$ cat config.mk
export PLATFORM = sky130hd
export DESIGN_NAME = mt19937_stream_arbiter_flat
export DESIGN_NICKNAME = d
export VERILOG_FILES = /design/src/rtl/mt19937_stream_arbiter_if.sv /design/src/rtl/mt19937_stream_arbiter.sv /design/src/flat_wrapper.sv
export SDC_FILE = /design/constraint.sdc
export NUM_CORES = 1
export LEC_CHECK = 0
export CORE_UTILIZATION = 37
export DETAILED_ROUTE_END_ITERATION = 8
export PLACE_DENSITY = 0.85
export SYNTH_ARGS = -nofsm -noshare
export SYNTH_HDL_FRONTEND = slang
export SYNTH_SLANG_ARGS = --single-unit
$ cat constraint.sdc
create_clock -name clk -period 1.85 [get_ports clk]
set_input_delay 0.185 -clock clk [delete_from_list [all_inputs] [get_ports clk]]
set_output_delay 0.185 -clock clk [all_outputs]
set_load 0.05 [all_outputs]
$ cat src/rtl/mt19937_stream_arbiter_if.sv
// mt19937_stream_arbiter_if: consumer-side stream bundle shared by the random-number consumers
interface mt19937_stream_arbiter_if #(
  parameter int NUM_REQ    = 4,
  parameter int DATA_WIDTH = 32
);
  logic [NUM_REQ-1:0]    req;
  logic [NUM_REQ-1:0]    grant;
  logic [DATA_WIDTH-1:0] m_tdata;
  logic [NUM_REQ-1:0]    m_tvalid;
  logic [NUM_REQ-1:0]    m_tready;
  logic                  m_tlast;
  modport master (input req, m_tready, output grant, m_tdata, m_tvalid, m_tlast);
  modport slave  (output req, m_tready, input grant, m_tdata, m_tvalid, m_tlast);
endinterface

$ cat src/rtl/mt19937_stream_arbiter.sv
// mt19937_stream_arbiter: seeds a shared MT19937 generator, then round-robins its stream across consumers in bursts
module mt19937_stream_arbiter #(
  parameter int NUM_REQ    = 4,
  parameter int BURST_LEN  = 16,
  parameter int DATA_WIDTH = 32
) (
  input  logic                  clk,
  input  logic                  rst_n,
  input  logic                  cfg_seed_req,
  input  logic [31:0]           cfg_seed_val,
  output logic                  cfg_seed_ack,
  output logic                  seeding,
  output logic                  gen_seed_start,
  output logic [31:0]           gen_seed_val,
  input  logic                  gen_busy,
  input  logic [DATA_WIDTH-1:0] gen_tdata,
  input  logic                  gen_tvalid,
  output logic                  gen_tready,
  mt19937_stream_arbiter_if.master cons
);
  localparam int IW = $clog2(NUM_REQ);
  localparam int CW = BURST_LEN > 1 ? $clog2(BURST_LEN) : 1;
  localparam logic [CW-1:0] LAST_BEAT = CW'(BURST_LEN - 1);
  typedef enum logic [2:0] {UNSEEDED, SEED_PULSE, SEED_WAIT, ARB, BURST} state_t;
  state_t state_q, state_d;
  logic seed_pend_q, seed_pend_d;
  logic [31:0] seed_reg_q, seed_reg_d;
  logic wait_q;
  logic [CW-1:0] beat_cnt_q, beat_cnt_d;
  logic [IW-1:0] last_q, last_d, g_q, g_d, pick;
  logic [IW:0] k;
  logic [NUM_REQ-1:0] grant_q;
  logic ack_q, ack_d, start_q, seeding_q;
  logic found, in_burst, beat, pend, done;
  assign cons.m_tdata   = gen_tdata;
  assign cons.grant     = grant_q;
  assign cfg_seed_ack   = ack_q;
  assign gen_seed_start = start_q;
  assign gen_seed_val   = seed_reg_q;
  assign seeding        = seeding_q;
  // round-robin search for the first requester after the previous owner
  always_comb begin
    pick = last_q;
    found = 1'b0;
    k = '0;
    for (int i = 1; i <= NUM_REQ; i++) begin
      k = (IW+1)'(last_q) + (IW+1)'(i);
      k = k >= (IW+1)'(NUM_REQ) ? k - (IW+1)'(NUM_REQ) : k;
      if (!found && cons.req[k[IW-1:0]]) begin
        pick = k[IW-1:0];
        found = 1'b1;
      end
    end
  end
  // sequencer next state plus the stream-side combinational outputs
  always_comb begin
    state_d = state_q;
    seed_reg_d = cfg_seed_req ? cfg_seed_val : seed_reg_q;
    pend = seed_pend_q | cfg_seed_req;
    beat_cnt_d = beat_cnt_q;
    last_d = last_q;
    g_d = g_q;
    ack_d = 1'b0;
    in_burst = state_q == BURST;
    beat = in_burst & gen_tvalid & cons.m_tready[g_q];
    done = in_burst & (beat ? beat_cnt_q == LAST_BEAT : !cons.req[g_q]);
    gen_tready = in_burst & cons.m_tready[g_q];
    cons.m_tvalid = in_burst & gen_tvalid ? grant_q : '0;
    cons.m_tlast = in_burst & (beat_cnt_q == LAST_BEAT);
    case (state_q)
      UNSEEDED:   state_d = pend ? SEED_PULSE : UNSEEDED;
      SEED_PULSE: state_d = SEED_WAIT;
      SEED_WAIT:  if (wait_q && !gen_busy) begin
                    state_d = ARB;
                    ack_d = 1'b1;
                  end
      ARB:        if (pend) state_d = SEED_PULSE;
                  else if (found) begin
                    state_d = BURST;
                    g_d = pick;
                  end
      BURST:      if (done) begin
                    state_d = ARB;
                    last_d = g_q;
                    beat_cnt_d = '0;
                  end else if (beat) beat_cnt_d = beat_cnt_q + CW'(1);
      default:    state_d = UNSEEDED;
    endcase
    seed_pend_d = (state_d == SEED_PULSE && state_q != SEED_PULSE) ? 1'b0 : pend;
  end
  // state and registered outputs; reset leaves the generator unseeded with consumer 0 first in line
  always_ff @(posedge clk or negedge rst_n) begin
    if (!rst_n) begin
      state_q <= UNSEEDED;
      seed_pend_q <= 1'b0;
      seed_reg_q <= '0;
      wait_q <= 1'b0;
      beat_cnt_q <= '0;
      last_q <= IW'(NUM_REQ - 1);
      g_q <= '0;
      grant_q <= '0;
      ack_q <= 1'b0;
      start_q <= 1'b0;
      seeding_q <= 1'b0;
    end else begin
      state_q <= state_d;
      seed_pend_q <= seed_pend_d;
      seed_reg_q <= seed_reg_d;
      wait_q <= state_q == SEED_WAIT;
      beat_cnt_q <= beat_cnt_d;
      last_q <= last_d;
      g_q <= g_d;
      grant_q <= state_d == BURST ? NUM_REQ'(1) << g_d : '0;
      ack_q <= ack_d;
      start_q <= state_d == SEED_PULSE;
      seeding_q <= state_d == SEED_PULSE || state_d == SEED_WAIT;
    end
  end
endmodule

$ cat src/flat_wrapper.sv
// flat-port wrapper written by rule: the top's interface ports become plain ports
module mt19937_stream_arbiter_flat 
#(
  parameter int NUM_REQ    = 4,
  parameter int BURST_LEN  = 16,
  parameter int DATA_WIDTH = 32
)
  (clk, rst_n, cfg_seed_req, cfg_seed_val, cfg_seed_ack, seeding, gen_seed_start, gen_seed_val, gen_busy, gen_tdata, gen_tvalid, gen_tready, cons_req, cons_m_tready, cons_grant, cons_m_tdata, cons_m_tvalid, cons_m_tlast);
  mt19937_stream_arbiter_if #(.NUM_REQ(NUM_REQ), .DATA_WIDTH(DATA_WIDTH)) cons_i ();
  input  logic clk;
  input  logic rst_n;
  input  logic cfg_seed_req;
  input  logic [31:0] cfg_seed_val;
  output logic cfg_seed_ack;
  output logic seeding;
  output logic gen_seed_start;
  output logic [31:0] gen_seed_val;
  input  logic gen_busy;
  input  logic [DATA_WIDTH-1:0] gen_tdata;
  input  logic gen_tvalid;
  output logic gen_tready;
  input wire logic [$bits(cons_i.req)-1:0] cons_req;
  input wire logic [$bits(cons_i.m_tready)-1:0] cons_m_tready;
  output wire logic [$bits(cons_i.grant)-1:0] cons_grant;
  output wire logic [$bits(cons_i.m_tdata)-1:0] cons_m_tdata;
  output wire logic [$bits(cons_i.m_tvalid)-1:0] cons_m_tvalid;
  output wire logic [$bits(cons_i.m_tlast)-1:0] cons_m_tlast;
  assign cons_i.req = cons_req;
  assign cons_i.m_tready = cons_m_tready;
  assign cons_grant = cons_i.grant;
  assign cons_m_tdata = cons_i.m_tdata;
  assign cons_m_tvalid = cons_i.m_tvalid;
  assign cons_m_tlast = cons_i.m_tlast;
  mt19937_stream_arbiter #(.NUM_REQ(NUM_REQ), .BURST_LEN(BURST_LEN), .DATA_WIDTH(DATA_WIDTH)) u_core (.clk(clk), .rst_n(rst_n), .cfg_seed_req(cfg_seed_req), .cfg_seed_val(cfg_seed_val), .cfg_seed_ack(cfg_seed_ack), .seeding(seeding), .gen_seed_start(gen_seed_start), .gen_seed_val(gen_seed_val), .gen_busy(gen_busy), .gen_tdata(gen_tdata), .gen_tvalid(gen_tvalid), .gen_tready(gen_tready), .cons(cons_i));
endmodule
==> results.json <==
{
  "finalHoldViolCount": 0,
  "grt_antenna_before_repair": 0,
  "clock_skew_ns": 0.002141,
  "syn-mean-instance-area_um2": 12.48,
  "htreeDepth": 2,
  "die_area_um2": 7214,
  "critical_path_class": "reg -> out",
  "drive_above_1_share_pct": 32.97,
  "num_antenna_cells": 0,
  "power.switching_w": 0.001412,
  "finalSetupViolations": 0,
  "final_cell_mix": "clkdlybuf4s50_1 (82), dfrtp_1 (47), mux2_2 (36)",
  "power_leakage_nw": 1.523,
  "syn_to_final_growth_pct": 41.10,
  "violations": "DRC",
  "finalCriticalPeriod_ns": 1.772,
  "wl_um": 5489,
  "grt_max_degree": 33,
  "die_w_um": 84.94,
  "wl_per_cell_um": 15.42,
  "vias_per_cell": 5.003,
  "yosysTopAreaCell": "dfrtp_1",
  "dp_hpwl_um": 4183,
  "cts_inserted_buffers": 5,
  "synth_area_um2": 2545,
  "die_y_um": 84.94,
  "status": "finished, violations left",
  "ir_worst_vdd_uv": 411.1,
  "synth_nets": 282,
  "postRouteAntennaNets": 0,
  "p_comb_share_pct": 42.5,
  "slew_headroom_pct": 63.89,
  "drtIter0Drc": 56,
  "tightest_slew_ns": 0.5417,
  "drt_pass1_iterations": 6,
  "synth_top_area_share_pct": 49.16,
  "initial_utilization_pct": 39.18,
  "p_clk_share_pct": 17.2,
  "nNetsFinal": 357,
  "io_buffers": 89,
  "synth_area_leaders": "dfrtp_1 (49%), mux2_2 (16%), buf_4 (9.7%)",
  "yosysSeqAreaShare_pct": 51.23,
  "drv_slew": 0,
  "max_freq_ghz": 0.5643,
  "io_pins": 154,
  "cap_violations": 0,
  "grt_pass1_wl_um": 9101,
  "synth_seq_cells": 52,
  "nFillCells": 536,
  "cp.arrival_ns": 1.59,
  "clockBufferDepth": 2,
  "regArea_um2": 1308,
  "path_clk_slew_ns": 0.08,
  "grt_pass1_vias": 1894,
  "placementRows": 29,
  "yosys_warnings": 0,
  "groute.usage.overall_pct": 15.91,
  "place.gp.congestion": 0.7978,
  "p_sw_share_pct": 36.32,
  "tns_ns": 0,
  "multi_input_area_um2": 972.2,
  "grt.overflow.total": 0,
  "p_seq_share_pct": 40.3,
  "core_area_um2": 6495,
  "power_density_nw_per_um2": 1083,
  "synth_cell_types": 41,
  "cp.required_ns": 1.66,
  "cts_tree": "built",
  "mostFrequentLayoutCell": "clkdlybuf4s50_1",
  "critPathCaptureType": "output pin",
  "vias": 1781,
  "fin_crit_sh_pct": 95.79,
  "cts_root_buf": "clkbuf_8",
  "numClockSinks": 52,
  "start_kind": "flop",
  "hold_class": "in -> out",
  "finalPower_w": 0.003889,
  "clk_latency_ns": 0.29,
  "p_int_w": 0.002476,
  "cp_max_fo": 6,
  "drc_errors": 11,
  "synthCells": 204
}
-- state kept, by name, indices dropped and copies added, names as in the netlist --
signal and cells:
u_core.cfg_seed_ack 1, u_core.g_q 2, u_core.cons.grant 4, u_core.last_q 2, u_core.gen_seed_start 1, u_core.beat_cnt_q 4
u_core.seed_pend_q 1, u_core.state_q 3, u_core.wait_q 1, u_core.seeding 1, u_core.gen_seed_val 32
-- critical path, stage by stage, from the launching register on --
cell and delay [ns]:
dfrtp_2 0.45, nor2_2 0.11, buf_4 0.15, nand2_2 0.12
a211oi_4 0.29, buf_12 0.17
-- cells in the mapped netlist --
cell,n
and2_1,1
buf_4,33
nor4b_4,1
or2_2,1
mux2_4,1
o221ai_1,1
inv_1,4
nand2_4,1
buf_6,1
nand2_1,7
o22ai_1,2
a221oi_1,1
dfstp_2,2
o21ai_0,2
and2b_2,1
nor3b_1,1
nand2b_2,1
o22ai_2,1
o31ai_1,3
a22oi_1,1
nor2_4,1
ha_1,1
dfrtp_1,50
nor3_1,4
mux4_2,1
nand3b_1,1
nand2b_1,4
a211oi_1,2
a22o_1,4
nand3_1,4
nor2b_1,2
clkbuf_1,5
mux2_2,36
and3_1,5
a21boi_4,1
o221ai_2,1
a21oi_1,2
nor2_1,8
mux2i_1,4
clkbuf_4,1
nor4_2,1
-- cell type report --
cell class                      instances  area share, %
Clock buffer                            7          2.683
Inverter                                4         0.4181
Multi-Input combinational cell        108          27.07
Sequential cell                        52          36.41
Tap cell                               77          2.683
Timing Repair Buffer                  108          30.73
-- cells by family after synthesis --
logic type,Yosys count,synth area share (%)
compound gates,21,6.932
fa+ha+maj,1,0.4916
buf+inv,44,11.80
mux,42,18.98
simple gates,44,10.57
flops,52,51.23
-- power by group through the flow --
stage / logic (W) / clock network (W) / registers, W
after global routing: 0.00177 / 0.000747 / 0.00161
after global placement: 0.00155 / 0 / 0.00157
after CTS: 0.00160 / 0.000704 / 0.00156
after detailed placement: 0.00160 / 0 / 0.00158
final: 0.00165 / 0.000669 / 0.00157
after floorplan: 0.000903 / 0 / 0.00187
-- path summary, 6_finish.rpt --
| path | from | to | cells past startpoint | slack (ns) |
|---|---|---|---|---|
| worst max-delay path | u_core.state_q[0] | gen_tready | 5 | 0.08 |
| worst min register to register | u_core.gen_seed_val[29] | u_core.gen_seed_val[29] | 1 | 0.51 |
| min in group asynchronous | rst_n | u_core.beat_cnt_q[2] | 2 | 0.40 |
| max in group asynchronous | rst_n | u_core.gen_seed_val[25] | 3 | 0.90 |
| worst max register to register | u_core.g_q[1] | u_core.last_q[0] | 6 | 0.12 |
| worst min-delay path | gen_tdata[0] | cons_m_tdata[0] | 0 | 0.37 |
-- routing by layer --
layer	vias up	track usage, %	wire, um
li1	831	-	-
met1	882	19.31	2224
met2	62	28.16	2870
met3	6	3.599	343
met4	0	5.085	49
met5	-	0	0
-- stage by stage --
step / setup WS, ns / instance area, um2 / utilization [%] / instances / hold slack [ns]
after floorplan: 0.08869 / 2550 / - / 204 / -0.1106
final: 0.07796 / 3591 / 55.29 / 356 / 0.3700
after global placement: -0.07930 / 3447 / 53.07 / 347 / 0.1957
after CTS: 0.006905 / 3553 / 54.71 / 355 / 0.3703
after detailed placement: -0.1428 / 3447 / 53.07 / 347 / 0.2020
after global routing: -0.007438 / 3591 / 55.29 / 356 / 0.3701
-- timing repair --
item / in CTS / in global routing
endpoints found under the hold margin: 20 / 0
setup buffers: 0 / 1
resized for setup: 0 / 10
setup endpoints to repair: 0 / 10
hold buffers: 1 / 0
Power figures use the tool's default switching activity.
